### config.mk
export PLATFORM = sky130hd
export DESIGN_NAME = serial_tx
export DESIGN_NICKNAME = d
export VERILOG_FILES = /design/src/rtl/serial_tx.sv
export SDC_FILE = /design/constraint.sdc
export NUM_CORES = 1
export LEC_CHECK = 0
export BUFFER_PORTS_ARGS = -buffer_cell sky130_fd_sc_hd__buf_2
export CORE_MARGIN = 4
export CORE_UTILIZATION = 40
export DETAILED_ROUTE_END_ITERATION = 16
export MAX_ROUTING_LAYER = met4
export PLACE_DENSITY = 0.62
export SYNTH_ARGS = -nofsm -noshare
export SYNTH_HDL_FRONTEND = slang
export SYNTH_SLANG_ARGS = --single-unit
### constraint.sdc
create_clock -name clock -period 2.7 [get_ports clock]
set_input_delay 0.27 -clock clock [delete_from_list [all_inputs] [get_ports clock]]
set_output_delay 0.27 -clock clock [all_outputs]
set_load 0.005 [all_outputs]
### src/rtl/serial_tx.sv
// Serial transmitter: start bit, DATA_WIDTH payload bits LSB first, stop bit,
// each held CLKS_PER_BIT clocks. Every output is driven directly by a flop.
module serial_tx #(
  parameter int DATA_WIDTH   = 8,
  parameter int CLKS_PER_BIT = 4
) (
  input  logic                  clock,
  input  logic                  reset,
  input  logic                  tx_valid,
  input  logic [DATA_WIDTH-1:0] tx_data,
  output logic                  tx_ready,
  output logic                  tx_serial,
  output logic                  tx_busy,
  output logic                  tx_done
);

  localparam int IW = (DATA_WIDTH > 1) ? $clog2(DATA_WIDTH) : 1;
  localparam logic [15:0]   CNT_MAX = 16'(CLKS_PER_BIT - 1);
  localparam logic [IW-1:0] IDX_MAX = IW'(DATA_WIDTH - 1);

  typedef enum logic [1:0] {
    IDLE  = 2'd0,
    START = 2'd1,
    DATA  = 2'd2,
    STOP  = 2'd3
  } state_t;

  state_t                state, state_n;
  logic [15:0]           cnt, cnt_n;
  logic [IW-1:0]         idx, idx_n;
  logic [DATA_WIDTH-1:0] sh, sh_n;
  logic                  serial_n, ready_n, done_n;

  always_ff @(posedge clock or negedge reset) begin
    if (!reset) begin
      state     <= IDLE;
      cnt       <= '0;
      idx       <= '0;
      sh        <= '0;
      tx_serial <= 1'b1;
      tx_ready  <= 1'b1;
      tx_busy   <= 1'b0;
      tx_done   <= 1'b0;
    end else begin
      state     <= state_n;
      cnt       <= cnt_n;
      idx       <= idx_n;
      sh        <= sh_n;
      tx_serial <= serial_n;
      tx_ready  <= ready_n;
      tx_busy   <= !ready_n;
      tx_done   <= done_n;
    end
  end

  // Next-state logic also computes the next value of every output so that
  // the outputs can be registered without lagging the state by a cycle.
  always_comb begin
    state_n  = state;
    cnt_n    = cnt;
    idx_n    = idx;
    sh_n     = sh;
    serial_n = tx_serial;
    ready_n  = tx_ready;
    done_n   = 1'b0;
    unique case (state)
      IDLE: begin
        serial_n = 1'b1;
        ready_n  = 1'b1;
        if (tx_valid && tx_ready) begin
          sh_n     = tx_data;
          state_n  = START;
          serial_n = 1'b0;
          ready_n  = 1'b0;
          cnt_n    = '0;
          idx_n    = '0;
        end
      end
      START: begin
        if (cnt == CNT_MAX) begin
          cnt_n    = '0;
          idx_n    = '0;
          state_n  = DATA;
          serial_n = sh[0];
        end else begin
          cnt_n = cnt + 16'd1;
        end
      end
      DATA: begin
        if (cnt == CNT_MAX) begin
          cnt_n = '0;
          if (idx == IDX_MAX) begin
            idx_n    = '0;
            state_n  = STOP;
            serial_n = 1'b1;
          end else begin
            idx_n    = idx + 1'b1;
            sh_n     = sh >> 1;
            serial_n = sh_n[0];
          end
        end else begin
          cnt_n = cnt + 16'd1;
        end
      end
      STOP: begin
        if (cnt == CNT_MAX) begin
          cnt_n    = '0;
          sh_n     = '0;
          state_n  = IDLE;
          serial_n = 1'b1;
          ready_n  = 1'b1;
          done_n   = 1'b1;
        end else begin
          cnt_n = cnt + 16'd1;
        end
      end
      default: begin
        state_n  = IDLE;
        serial_n = 1'b1;
        ready_n  = 1'b1;
      end
    endcase
  end

endmodule

==> run_results.csv <==
group,metric,value,unit
outcome,status,"complete, no violations",
sta,maxSlewViolCount,0,
power,peakVddDrop,0.312,mV
floorplan,die_x,76.6,µm
logic_synthesis,synth_compound_area_share,18.3,%
sta,fin_crit_sh,85.8,%
route,wire_per_inst,16.6,µm
finish,final_cells,254,
logic_synthesis,async_flop_share,100,%
worst_setup_path,worstSetupPathType,"reg -> reg",
worst_setup_path,startpoint_type,"register",
grt,grt_pass1_vias,1547,
cts,cts_buffer_depth,2,
place,port_buffers,14,
logic_synthesis,syn_inst,184,
logic_synthesis,syn_area,0.00188,mm²
worst_setup_path,max_stage_delay,0.45,ns
sta,setup_viol,0,
finish,n_fill_cell,428,
logic_synthesis,post-synth-top-count-cell,"dfrtp_1",
grt,grt.overflow.total,0,
cts,cts_root_buf,"clkbuf_8",
route,drt_wl_total,4210,µm
cts,path_clk_slew,0.07,ns
logic_synthesis,synth_area_leader_cell,"dfrtp_1",
place,place_inst,246,
floorplan,io_pins,15,
sta,fin_skew,0.00537,ns
finish,drive_above_1_share,23.3,%
floorplan,rows,24,
worst_setup_path,crit_slowest_cell,"dfrtp_1",
logic_synthesis,synth_top_area_share,41.2,%
floorplan,core_area,0.00444,mm²
cts,ctsHtreeMaxLevel,2,
logic_synthesis,synth_edf_count,0,
worst_setup_path,critPathMaxFanout,9,
power,seqPwrFrac,55.1,%
sta,fmax,431,MHz
route,num_vias,1503,
power,p_sw,0.187,mW
worst_setup_path,end_kind,"register",
route,route.antenna.remaining_nets,0,
worst_setup_path,crit_required,2.87,ns
route,drc_errors,0,
cts,cts_buffers,5,
power,p_per_area,428,mW/mm²
sta,post-route-min-period,2.32,ns
logic_synthesis,synth-simple-area-share,20.4,%
grt,grt_max_degree,34,
sta,timing.hold.ws,0.0460,ns
worst_hold_path,hp-class,"in -> async",
route,vias_per_cell,5.92,
sta,rsz0062_at_grt,"false",
finish,diodes,0,
cts,clk_latency,0.29,ns
cts,cts_resized,0,
grt,grt_antenna_before_repair,0,
logic_synthesis,synth-xor-area-share,1.40,%
power,clockPowerShare,42.6,%
finish,nets,221,
logic_synthesis,ys_types,43,
logic_synthesis,yosys_warnings,0,
finish,syn_to_final_growth,11.4,%
logic_synthesis,synthTopCellsByCount,"dfrtp_1, nand2_1, mux2_2, nor2_1, a22o_1",
floorplan,start_util,42.4,%
power,pwr-share-comb,2.3,%
finish,multi_input_area,0.00100,mm²
logic_synthesis,synth_top_family_by_area,"simple AND/OR/NAND/NOR gates",
logic_synthesis,yosysSeqAreaShare,44.0,%
power,switching_share,20.8,%
place,gp_congestion,0.867,
sta,worst_pin_slew,0.742,ns
logic_synthesis,synth_mux_area_share,7.18,%
place,place_hpwl,3040,µm
sta,relSlewSlack,50.6,%
grt,grt_util_all_layers,15.9,%
job,max_cap_viol_count,0,
power,intPower,0.711,mW
logic_synthesis,synth_area_per_cell,10.2,µm²
logic_synthesis,synth.area.top_cells,"dfrtp_1, mux2_2, ha_1",
worst_setup_path,crit_chain,"ha_1, nor4b_2, nand4_2, a221oi_2, mux2_1",
grt,grt_pass1_wl,7270,µm
floorplan,dieArea,0.00587,mm²
cts,cts_tree,"built",
cts,hold_buffers,0,
route,dr.pass1.iters,6,
sta,setup_tns,0,ns
logic_synthesis,synthFlopType,"dfrtp_1",
logic_synthesis,ys_ff_latch,33,
logic_synthesis,synthAdderAreaFrac,5.98,%
worst_setup_path,cp.arrival,2.49,ns
power,power.static_leakage,0.920,nW
floorplan,die-height,76.6,µm
route,drtIter0Drc,113,
cts,post-cts-setup-buffer-count,0,
logic_synthesis,synth_nets,204,
finish,seqCellArea,828,µm²
cts,cts_sinks,33,
sta,hold_viol_final,0,
## metrics by stage
step	util, %	worst slack, ns	total power [mW]	cell area [µm²]
after floorplan	-	0.612	0.508	1880
after global placement	45.2	0.466	0.525	2010
after detailed placement	45.2	0.395	0.526	2010
after CTS	47.2	0.384	0.912	2100
after global routing	47.2	0.203	0.946	2100
final	47.2	0.382	0.898	2100
## registers in the layout, indices dropped and copies added, names as in the netlist, named ones only
signal and count:
tx_serial 1, tx_done 1, cnt 16, sh 8, tx_busy 1, idx 3, state 2
## worst max-delay path: cells and delay by family (launching register included)
kind | cells | cell delay, ns
multiplexers | 1 | 0.36
AND/OR/NAND/NOR | 2 | 0.70
flip-flops | 1 | 0.45
adder cells (fa/ha/maj) | 1 | 0.28
AO/OA/AOI/OAI | 1 | 0.41
## layer usage
layer | vias up | part of all wire [%] | GRT usage, % | wire length [µm]
li1 | 729 | - | - | -
met1 | 736 | 45 | 19.3 | 1890
met2 | 28 | 49 | 24.9 | 2070
met3 | 10 | 4.0 | 4.85 | 170
met4 | 0 | 1.9 | 5.98 | 78
met5 | - | 0 | - | 0
## path summary, 6_finish.rpt
kind                       slack, ns                from  cells past startpoint              endpoint
max                             0.38  cnt[0]$_DFFE_PN0N_                      5  state[1]$_DFFE_PN0P_
min reg2reg                     0.52   sh[2]$_DFFE_PN0P_                      1     sh[2]$_DFFE_PN0P_
min in group clock              0.23          tx_data[7]                      3     sh[7]$_DFFE_PN0P_
max in group asynchronous       2.19               reset                      1   cnt[15]$_DFFE_PN0N_
max reg2reg                     0.38  cnt[0]$_DFFE_PN0N_                      5  state[1]$_DFFE_PN0P_
min                             0.05               reset                      1   cnt[11]$_DFFE_PN0N_
## cells by family after synthesis
kind of cell	Yosys count
compound gates	45
xor+xnor	3
fa+ha+maj	9
buf+inv	13
flops	33
mux	12
simple gates	69
## layout make-up
type | count | area share [%]
tap | 52 | 3.10
multi-input combinational | 138 | 47.8
sequential | 33 | 39.5
clock buffer | 8 | 4.30
timing repair buffer | 16 | 4.06
inverter | 7 | 1.25
## cells in the final DEF, fill, tap and decap left out, types with 4 or more instances in the layout
master and count:
ha_1 9, a22o_1 10, clkbuf_8 6, buf_2 14, inv_1 7, nand3_1 7
dfrtp_1 31, nand4_1 4, mux2_2 11, nand2_1 16, o31ai_1 4, o21ai_0 9
nor3_1 5, a21oi_1 7, nor4_1 5, nor2_1 11, or3_1 5
## power by group through the flow
stage	clock [mW]	sequential (mW)	combinational, mW
after floorplan	0	0.504	0.00425
after global placement	0	0.504	0.0214
after detailed placement	0	0.504	0.0222
after CTS	0.395	0.494	0.0222
after global routing	0.428	0.494	0.0245
final	0.382	0.495	0.0211
Note: power is estimated with default switching activity, not from simulation.
